==> src/rtl/ifu_fetch_bridge.sv <==
// IFU fetch bridge: turns one IFU fetch request into one DDR read burst and returns a 128-bit block.
// Optional one-entry line buffer enabled by defining FETCH_BRIDGE_LINEBUF_EN.
module ifu_fetch_bridge #(
    parameter int ADDR_W     = 64,
    parameter int DDR_DATA_W = 64,
    parameter int BEATS      = 2
) (
    input  logic                  clock,
    input  logic                  reset_n,
    input  logic                  pc_index_valid,
    output logic                  pc_index_ready,
    input  logic [ADDR_W-1:0]     pc_index,
    output logic                  pc_operation_done,
    output logic [127:0]          pc_read_inst,
    input  logic                  redirect_valid,
    output logic                  ddr_req_valid,
    input  logic                  ddr_req_ready,
    output logic [ADDR_W-1:0]     ddr_req_addr,
    input  logic                  ddr_rsp_valid,
    input  logic [DDR_DATA_W-1:0] ddr_rsp_data
);

    localparam int CNT_W = (BEATS > 1) ? $clog2(BEATS) : 1;

    typedef enum logic [1:0] {
        IDLE = 2'd0,
        REQ  = 2'd1,
        RESP = 2'd2,
        DONE = 2'd3
    } state_t;

    state_t             state_q, state_d;
    logic [ADDR_W-1:0]  addr_q, addr_d;
    logic [CNT_W-1:0]   beat_cnt_q, beat_cnt_d;
    logic [127:0]       asm_q, asm_d;
    logic [127:0]       out_q, out_d;
    logic               flush_pend_q, flush_pend_d;
    logic [ADDR_W-1:0]  aligned_s;
    logic               last_beat_s;
    logic               lb_hit_s;

    assign aligned_s   = pc_index & {{(ADDR_W-4){1'b1}}, 4'b0000};
    assign last_beat_s = (beat_cnt_q == CNT_W'(BEATS-1));

`ifdef FETCH_BRIDGE_LINEBUF_EN
    // The line data is exactly the last delivered block, so out_q doubles as the buffer data.
    logic              lb_valid_q, lb_valid_d;
    logic [ADDR_W-1:0] lb_addr_q, lb_addr_d;

    assign lb_hit_s = lb_valid_q && (lb_addr_q == aligned_s);
`else
    assign lb_hit_s = 1'b0;
`endif

    // Next-state, datapath updates and handshake outputs
    always_comb begin
        state_d           = state_q;
        addr_d            = addr_q;
        beat_cnt_d        = beat_cnt_q;
        asm_d             = asm_q;
        out_d             = out_q;
        flush_pend_d      = flush_pend_q;
        pc_index_ready    = 1'b0;
        pc_operation_done = 1'b0;
        ddr_req_valid     = 1'b0;
`ifdef FETCH_BRIDGE_LINEBUF_EN
        lb_valid_d        = lb_valid_q;
        lb_addr_d         = lb_addr_q;
`endif
        case (state_q)
            IDLE: begin
                pc_index_ready = !redirect_valid;
                if (pc_index_valid && !redirect_valid) begin
                    addr_d       = aligned_s;
                    flush_pend_d = 1'b0;
                    if (lb_hit_s) begin
                        state_d = DONE;
                    end else begin
                        state_d = REQ;
                    end
                end else begin
                    state_d = IDLE;
                end
            end
            REQ: begin
                ddr_req_valid = 1'b1;
                if (redirect_valid) begin
                    flush_pend_d = 1'b1;
                end else begin
                    flush_pend_d = flush_pend_q;
                end
                if (ddr_req_ready) begin
                    state_d    = RESP;
                    beat_cnt_d = {CNT_W{1'b0}};
                end else begin
                    state_d = REQ;
                end
            end
            RESP: begin
                if (redirect_valid) begin
                    flush_pend_d = 1'b1;
                end else begin
                    flush_pend_d = flush_pend_q;
                end
                if (ddr_rsp_valid) begin
                    for (int b = 0; b < BEATS; b++) begin
                        if (beat_cnt_q == CNT_W'(b)) begin
                            asm_d[b*DDR_DATA_W +: DDR_DATA_W] = ddr_rsp_data;
                        end else begin
                            asm_d[b*DDR_DATA_W +: DDR_DATA_W] = asm_q[b*DDR_DATA_W +: DDR_DATA_W];
                        end
                    end
                    beat_cnt_d = beat_cnt_q + CNT_W'(1);
                    if (last_beat_s) begin
                        if (flush_pend_q || redirect_valid) begin
                            state_d = IDLE;
                        end else begin
                            state_d = DONE;
                            out_d   = asm_d;
`ifdef FETCH_BRIDGE_LINEBUF_EN
                            lb_valid_d = 1'b1;
                            lb_addr_d  = addr_q;
`endif
                        end
                    end else begin
                        state_d = RESP;
                    end
                end else begin
                    state_d = RESP;
                end
            end
            DONE: begin
                pc_operation_done = !redirect_valid;
                state_d           = IDLE;
            end
            default: begin
                state_d = IDLE;
            end
        endcase
`ifdef FETCH_BRIDGE_LINEBUF_EN
        // Any redirect invalidates the buffered line, overriding a fill in the same cycle.
        if (redirect_valid) begin
            lb_valid_d = 1'b0;
        end else begin
            lb_valid_d = lb_valid_d;
        end
`endif
    end

    // State and datapath registers
    always_ff @(posedge clock or negedge reset_n) begin
        if (!reset_n) begin
            state_q      <= IDLE;
            addr_q       <= {ADDR_W{1'b0}};
            beat_cnt_q   <= {CNT_W{1'b0}};
            asm_q        <= 128'd0;
            out_q        <= 128'd0;
            flush_pend_q <= 1'b0;
        end else begin
            state_q      <= state_d;
            addr_q       <= addr_d;
            beat_cnt_q   <= beat_cnt_d;
            asm_q        <= asm_d;
            out_q        <= out_d;
            flush_pend_q <= flush_pend_d;
        end
    end

`ifdef FETCH_BRIDGE_LINEBUF_EN
    // Line buffer tag registers
    always_ff @(posedge clock or negedge reset_n) begin
        if (!reset_n) begin
            lb_valid_q <= 1'b0;
            lb_addr_q  <= {ADDR_W{1'b0}};
        end else begin
            lb_valid_q <= lb_valid_d;
            lb_addr_q  <= lb_addr_d;
        end
    end
`endif

    assign ddr_req_addr = addr_q;
    assign pc_read_inst = out_q;

endmodule

==> config.mk <==
export PLATFORM = sky130hd
export DESIGN_NAME = ifu_fetch_bridge
export DESIGN_NICKNAME = d
export VERILOG_FILES = /design/src/rtl/ifu_fetch_bridge.sv
export SDC_FILE = /design/constraint.sdc
export NUM_CORES = 1
export LEC_CHECK = 0
export ABC_AREA = 1
export CAP_MARGIN = 30
export CORE_MARGIN = 3
export CORE_UTILIZATION = 52
export DETAILED_ROUTE_END_ITERATION = 8
export PLACE_DENSITY = 0.83
export SYNTH_ARGS = -nofsm -noshare
export SYNTH_HDL_FRONTEND = slang
export SYNTH_SLANG_ARGS = --single-unit
==> constraint.sdc <==
create_clock -name clock -period 3.4 [get_ports clock]
set_clock_uncertainty 0.1 [all_clocks]
set_input_delay 0.34 -clock clock [delete_from_list [all_inputs] [get_ports clock]]
set_output_delay 0.34 -clock clock [all_outputs]
set_load 0.02 [all_outputs]
; Word-level counts from Yosys, hierarchy flattened
; Index checks and enable logic that the tools add are counted.
; W data, S select, Z words.
[word_totals]
reg_bits = 320
latch_bits = 0
mem_bits_rw = 0
rom_bits = 0
inputBits = 134
out_inout_bits = 195
mem_count = 0
[op_classes]
add_sub_neg = 1
multipliers = 0
div = 0
magnitude_cmp = 0
eq_ne = 7
shifts = 0
n_mux = 17
bitwise = 1
n_reduce_logical = 12
[op_table]
columns = op, n
row1 = $mux W64, 2
row2 = $mux W1, 8
row3 = $mux W2, 4
row4 = $pmux W2 S4, 1
row5 = $ne A2 B2 Y1 const B, 3
row6 = $reduce_and A3 Y1, 2
row7 = $eq A2 B2 Y1 const B, 2
row8 = $pmux W1 S2, 2
row9 = $reduce_and A2 Y1, 2
row10 = $reduce_and A4 Y1, 1
row11 = $reduce_bool A2 Y1, 2
row12 = $eq A2 B1 Y1 const B, 1
row13 = $logic_not A2 Y1, 1
row14 = $ne A2 B1 Y1 const B, 1
row15 = $reduce_or A2 Y1, 1
row16 = $add A1 B1 Y1 const B, 1
row17 = $logic_and A1 B1 Y1, 1
row18 = $logic_not A1 Y1, 1
row19 = $logic_or A1 B1 Y1, 1
row20 = $not A1 Y1, 1

; Longest topological paths before layout
; Gate-level depths: netlist of the first run.
[depth]
word_depth = 5
ltp_mapped = 8
ltp_nobuf = 8

; Worst setup path before layout of the first run
; No wires, ideal clock.
[synth_timing]
path_kind = register -> output
from = register state_q[0]
to = output pc_index_ready
arrival_ps = 1369
required_time_ps = 2960
setup_slack_ps = 1591
path_stages_with_launch = 6
path_buffers = 1
path_cell_list = dfrtp_1 inv_1 ha_1 inv_1 nor2_1 clkbuf_1
[synth_via]
elab_chain_len = 2
[synth_lines]
columns = item, line
row1 = start: declaration, 32  ; state_t state_q, state_d;
row2 = start signal: assignment, 160  ; state_q <= state_d;
row3 = $logic_not A2 Y1, 70  ; case (state_q)
row4 = $mux W1, 70
row5 = end: declaration, 11  ; output logic pc_index_ready,
; No other way between the ends.

; Worst setup path in the final report of the first run
; Same ends and word-level chain as after synthesis.

==> impl_metrics.tcl, run 1 <==
set metrics [dict create \
    status "completed" \
    wl_per_cell_um 16.6 \
    synth_mux_area_share_pct 0 \
    detail_route.drc_violations 0 \
    p_sw_w 0.00572 \
    path_cells "inv_1, ha_1, inv_1, nor2_4, clkdlybuf4s50_1" \
    cpMaxStageDelayCell "clkdlybuf4s50_1" \
    nets 2098 \
    synth_area_mm2 0.0139 \
    grt_pass1_vias 12100 \
    holdPathEnd "ddr_req_addr[5]$_DFFE_PN0P_" \
    final_antenna_net_count 0 \
    min_path_cells 4 \
    die_h_um 169 \
    cts_sinks 320 \
    synthCells 1693 \
    grt_pass1_wl_mm 62.3 \
    cts.repair.resized 0 \
    chipWidth_um 169 \
    setup_violations 0 \
    dp_hpwl_mm 24.6 \
    drive_gt1_share_pct 4.49 \
    pwr-share-seq_pct 38.1 \
    clock_path_buffers 3 \
    r2r_end "pc_read_inst[38]$_DFFE_PN0P_" \
    critPathMaxStageDelay_ns 0.65 \
    arrival_ns 2.14 \
    cts_tree "yes" \
    grt_start_max_net_pins 130 \
    worstSetupEndpointType "output port" \
    period_share_pct 75.8 \
    start_util_pct 53.1 \
    antenna_found_initial 3 \
    synthXorXnorAreaFrac_pct 0 \
    cp_num_buf_inv 3 \
    synth_top_family_by_area "simple AND/OR/NAND/NOR gates" \
    critPathKind "register to output port" \
    cp.required_ns 2.96 \
    synth_compound_area_share_pct 13.2 \
    max_freq_mhz 388 \
    pwr-share-clk_pct 23.5 \
    min-delay-start "pc_index_valid" \
    overflow 0 \
    rrSetupSlack_ns 1.04 \
    synth-simple-area-share_pct 21.3 \
    p_leak_nw 9.12 \
    peakVddDrop_uv 545 \
    slew_viol_final 0 \
    p_sw_share_pct 37.0 \
    cap_violations 0 \
    synthAdderAreaFrac_pct 0.541 \
    rsz0062_at_grt "false" \
    post-route-min-period_ns 2.58 \
    cts-root-buf "clkbuf_16" \
    yosys_warnings 0 \
    yosysUniqueCellTypes 20 \
    clkTransAtPathRegs_ns 0.06 \
    p_int_w 0.00972 \
    gp_congestion 0.830 \
    r2r_start "beat_cnt_q$_DFFE_PN0P_" \
    cts_buffers 35 \
    hold_path.class "primary input to register" \
    core_mm2 0.0261 \
    hold_viol 0 \
    io_buffers 320 \
    routed_wirelength_mm 38.4 \
    worst_slew_pin_slew_ns 0.703 \
    area_growth_pct 32.8 \
    power.density_mw_per_mm2 838 \
    h-tree-depth 2 \
    drtIter0Drc 1128 \
    start_kind "register" \
    fp-row-count 59 \
    ys_ff_latch 320 \
    setup_tns_ns 0 \
    slew_headroom_pct 53.1 \
    insertion_delay_ns 0.51 \
    cp_max_fo 4 \
    cpMostUsedCell "inv_1" \
    cp_top_family "buffers and inverters" \
    firstDrtPassIters 5 \
    combPwrFrac_pct 38.4 \
    worst_r2r_path_depth 5 \
    dieArea_mm2 0.0287 \
    grt.total_usage_pct 26.7 \
    ys_seq_area_share_pct 57.7 \
    num_io_pins 329 \
    post_drt_via_cell_ratio 5.27 \
    dr_total_vias 12200 \
    avgSynthCellArea_um2 8.19 \
    power_w 0.0154 \
]
worst min-delay path, delay by kind of cell:
kind	cells	cell delay, ns
simple gates	3	0.37
buf+inv	1	0.10
registers in the layout (all words and copies together), names as in the netlist:
| signal | count |
|---|---|
| beat_cnt_q | 1 |
| asm_q | 128 |
| state_q | 2 |
| flush_pend_q | 1 |
| ddr_req_addr | 60 |
| pc_read_inst | 128 |
cells in the mapped netlist:
cell | count | share of area, %
inv_2 | 3 | 0.081
inv_1 | 117 | 3.2
nand3_4 | 1 | 0.13
clkinv_1 | 1 | 0.027
clkbuf_1 | 82 | 2.2
nand2_1 | 694 | 19
buf_1 | 1 | 0.027
nor2_1 | 2 | 0.054
a21oi_1 | 1 | 0.036
nor2_2 | 1 | 0.045
conb_1 | 1 | 0.027
ha_1 | 6 | 0.54
buf_4 | 22 | 1.2
nand4_1 | 1 | 0.045
o21ai_1 | 44 | 1.6
dfrtp_1 | 320 | 58
o21ai_0 | 320 | 12
buf_2 | 14 | 0.51
nand3_1 | 61 | 2.2
o21a_1 | 1 | 0.054
routing by layer:
metal | up-vias | part of all wire, % | track usage (%)
li1 | 5858 | - | -
met1 | 5816 | 39 | 34.3
met2 | 495 | 49 | 44.1
met3 | 65 | 8.8 | 7.13
met4 | 0 | 3.0 | 9.25
met5 | - | 0 | 0
per-stage QoR:
| step | setup WS (ns) | utilization, % | std cells | hold slack [ns] | instance area [µm²] |
|---|---|---|---|---|---|
| floorplan | 1.59 | - | 1696 | -0.0556 | 13900 |
| finish | 0.823 | 70.5 | 2320 | 0.250 | 18400 |
| detailed placement | 0.916 | 66.0 | 2253 | 0.296 | 17200 |
| global route | 0.746 | 70.5 | 2320 | 0.260 | 18400 |
| global placement | 0.972 | 66.0 | 2253 | 0.288 | 17200 |
| CTS | 0.816 | 70.2 | 2315 | 0.237 | 18400 |
cell type report:
cell class              instances  area (µm²)
multi-input cells            1136        4890
clock inverters                 9        60.1
inverters                     121         457
flip-flops and latches        320        8010
repair buffers                344        3530
diodes                          3        7.51
clock buffers                  52        1040
fillers                      2006        7720
well taps                     335         419
layout by cell type (no fill, tap or decap), types with 6 or more instances in the layout:
master and n:
buf_12 8, clkbuf_8 10, ha_1 6, buf_4 13, clkdlybuf4s50_1 318, dfrtp_1 319, o21ai_1 44, inv_1 117
clkbuf_16 35, clkinv_2 7, clkbuf_1 7, o21ai_0 320, nand3_1 61, nand2_1 692
power groups by stage:
stage / combinational (W) / sequential [W] / clock, W
after CTS: 0.00594 / 0.00589 / 0.00370
final: 0.00592 / 0.00588 / 0.00363
after global routing: 0.00656 / 0.00604 / 0.00385
after floorplan: 0.00243 / 0.00670 / 0
after global placement: 0.00570 / 0.00586 / 0
after detailed placement: 0.00587 / 0.00592 / 0
worst max-delay path by stage:
stage / from / to / slack (ns) / cells past startpoint
final: state_q[0]$_DFF_PN0_ / pc_index_ready / 0.82 / 5
after CTS: state_q[0]$_DFF_PN0_ / pc_index_ready / 0.82 / 5
after floorplan: state_q[0]$_DFF_PN0_ / pc_index_ready / 1.59 / 5
after global routing: state_q[1]$_DFF_PN0_ / pc_index_ready / 0.75 / 5
after detailed placement: ddr_rsp_valid / asm_q[82]$_DFFE_PN0P_ / 0.92 / 4
after global placement: ddr_rsp_valid / asm_q[72]$_DFFE_PN0P_ / 0.97 / 4
logic make-up after synthesis:
| family | after synthesis |
|---|---|
| AO/OA/AOI/OAI | 366 |
| other | 1 |
| buffers and inverters | 240 |
| AND/OR/NAND/NOR | 760 |
| adder cells (fa/ha/maj) | 6 |
| flip-flops | 320 |
what timing repair did:
item | 4_1_cts | 5_1_grt
buffers inserted | 0 | 0
hold endpoints to repair | 79 | 0
hold buffers | 1 | 0
No activity file was read; power rests on OpenSTA's default activity.
==> inputs of run 2 (changes only) <==
Settings changed: CORE_UTILIZATION 52 to 45, PLACE_DENSITY 0.83 to 0.76.
Clock period 3.4 ns to 2.2 ns, I/O delays scaled along.
==> run 2 against run 1 <==
  * Via count down 0.13%
  * Design area up 1.5%
  * Sequential power up 54%
  * First-iteration DRC count down 27%
  * Wire length down 1.5%
  * Sequential share of layout area down 0.66 points
  * Cell count up 2.8%
  * Clock power up 70%
  * Die area up 15%
  * Hold slack worse by 0.20 ns
  * Register-to-register slack worse by 0.80 ns
  * Power up 58%
  * Largest cell class unchanged
==> impl_metrics.tcl, run 2 (synthesis results as in run 1) <==
set metrics [dict create \
    multi_input_area_mm2 0.00489 \
    final_common_cell "nand2_1" \
    drtIter0Drc 819 \
    area_growth_pct 34.8 \
    p_sw_w 0.00878 \
    max_freq_mhz 498 \
    antenna_found_initial 3 \
    slew_headroom_pct 59.8 \
    holdWs_ns 0.0471 \
    pwr-share-seq_pct 37.2 \
    cp_max_fo 4 \
    dieArea_mm2 0.0330 \
    grt.total_usage_pct 23.1 \
    cp.required_ns 1.88 \
    grt_pass1_vias 12400 \
    grt_pass1_wl_mm 63.2 \
    p_leak_nw 9.24 \
    slew_viol_final 0 \
    combPwrFrac_pct 37.3 \
    post-route-min-period_ns 2.01 \
    dpl.cell_count 2316 \
    peakVddDrop_uv 1000 \
    overflow 0 \
    h-tree-depth 2 \
    rsz0062_at_grt "false" \
    die_h_um 182 \
    power.density_mw_per_mm2 1300 \
    post_drt_via_cell_ratio 5.12 \
    cts_sinks 320 \
    critPathKind "register to output port" \
    regArea_mm2 0.00801 \
    start_util_pct 46.2 \
    hold_viol 0 \
    pwr-share-clk_pct 25.4 \
    setup_tns_ns 0 \
    worst_slew_pin_slew_ns 0.604 \
    clock_path_buffers 3 \
    cts-root-buf "clkbuf_16" \
    top_layer "met4" \
    fin_cells 2385 \
    core_mm2 0.0300 \
    p_sw_share_pct 36.1 \
    setup_violations 0 \
    wl_per_cell_um 15.9 \
    routed_wirelength_mm 37.8 \
    dp_hpwl_mm 24.5 \
    final_antenna_net_count 0 \
    io_buffers 320 \
    fillers 2510 \
    chipWidth_um 182 \
    drive_gt1_share_pct 5.12 \
    dr_wl_met3_mm 3.35 \
    detail_route.drc_violations 0 \
    grt_start_max_net_pins 125 \
    insertion_delay_ns 0.51 \
    worstSetupEndpointType "output port" \
    cts_setup_buffers 0 \
    gp_congestion 0.794 \
    cts_buffers 36 \
    hold_path.class "primary input to register" \
    cap_violations 0 \
    wl_met1_mm 15.4 \
    num_io_pins 329 \
    firstDrtPassIters 5 \
    status "completed" \
    nets 2105 \
    arrival_ns 1.69 \
    cts_tree "yes" \
    fp-row-count 63 \
    final_cell_mix "692 x nand2_1, 320 x o21ai_0, 319 x dfrtp_1" \
    clkTransAtPathRegs_ns 0.06 \
    dr_total_vias 12200 \
    period_share_pct 91.4 \
    power_w 0.0243 \
    met2_length_mm 17.9 \
    start_kind "register" \
    p_int_w 0.0155 \
]
## run 2: cell types whose count changed in the layout (fill, tap and decap cells not counted), moves of 2 or more
cell and change:
buf_12 +5, inv_6 -4, buf_4 +3, clkbuf_16 +3
clkdlybuf4s50_1 -3, buf_16 -2, bufinv_16 +2, clkbuf_1 -2
clkbuf_8 +2
## run 2: critical path: stages, from the launching register on
cell and delay, ns:
dfrtp_1 0.42, inv_1 0.12, ha_1 0.22, dlygate4sd2_1 0.42
## run 2: metrics by stage
step	util, %	worst slack (ns)	area (µm²)
2_1_floorplan	-	0.462	13900
3_3_place_gp	58.1	0.266	17400
3_5_place_dp	58.1	0.260	17400
4_1_cts	62.2	0.00763	18700
5_1_grt	62.3	0.0800	18700
6_report	62.3	0.190	18700
## run 2: final cells by class
type                    count  area share (%)
clock buffers              55            6.07
repair buffers            350            19.2
inverters                 121            2.45
clock inverters            10           0.609
flip-flops and latches    320            42.8
well taps                 390            2.61
diodes                      3          0.0401
multi-input cells        1136            26.2
## run 2: power by group through the flow
stage | registers, W | logic [W] | clock network, W
2_1_floorplan | 0.0103 | 0.00375 | 0
3_3_place_gp | 0.00904 | 0.00893 | 0
3_5_place_dp | 0.00913 | 0.00912 | 0
4_1_cts | 0.00908 | 0.00919 | 0.00630
5_1_grt | 0.00933 | 0.0101 | 0.00654
6_report | 0.00906 | 0.00908 | 0.00618
## run 2: metal layers
metal	track usage [%]	vias to the layer above
li1	-	5878
met1	28.9	5840
met2	38.0	418
met3	7.25	82
met4	7.83	0
met5	0	-
## run 2: worst paths after layout
path | slack (ns) | depth (start not counted) | startpoint | endpoint
worst max-delay path | 0.19 | 3 | state_q[1]$_DFF_PN0_ | ddr_req_valid
worst min-delay path | 0.05 | 3 | pc_index_valid | ddr_req_addr[31]$_DFFE_PN0P_
worst max register to register | 0.24 | 7 | state_q[0]$_DFF_PN0_ | pc_read_inst[49]$_DFFE_PN0P_
worst min register to register | 0.37 | 2 | ddr_req_addr[36]$_DFFE_PN0P_ | ddr_req_addr[36]$_DFFE_PN0P_
max in group asynchronous | 1.13 | 3 | reset_n | asm_q[54]$_DFFE_PN0P_
min in group asynchronous | 0.12 | 2 | reset_n | asm_q[104]$_DFFE_PN0P_
## run 2: timing repair
action / in CTS / in global routing
gates resized for setup: 2 / 3
hold endpoints to repair: 266 / 0
setup endpoints to repair: 2 / 2
hold buffers: 1 / 0
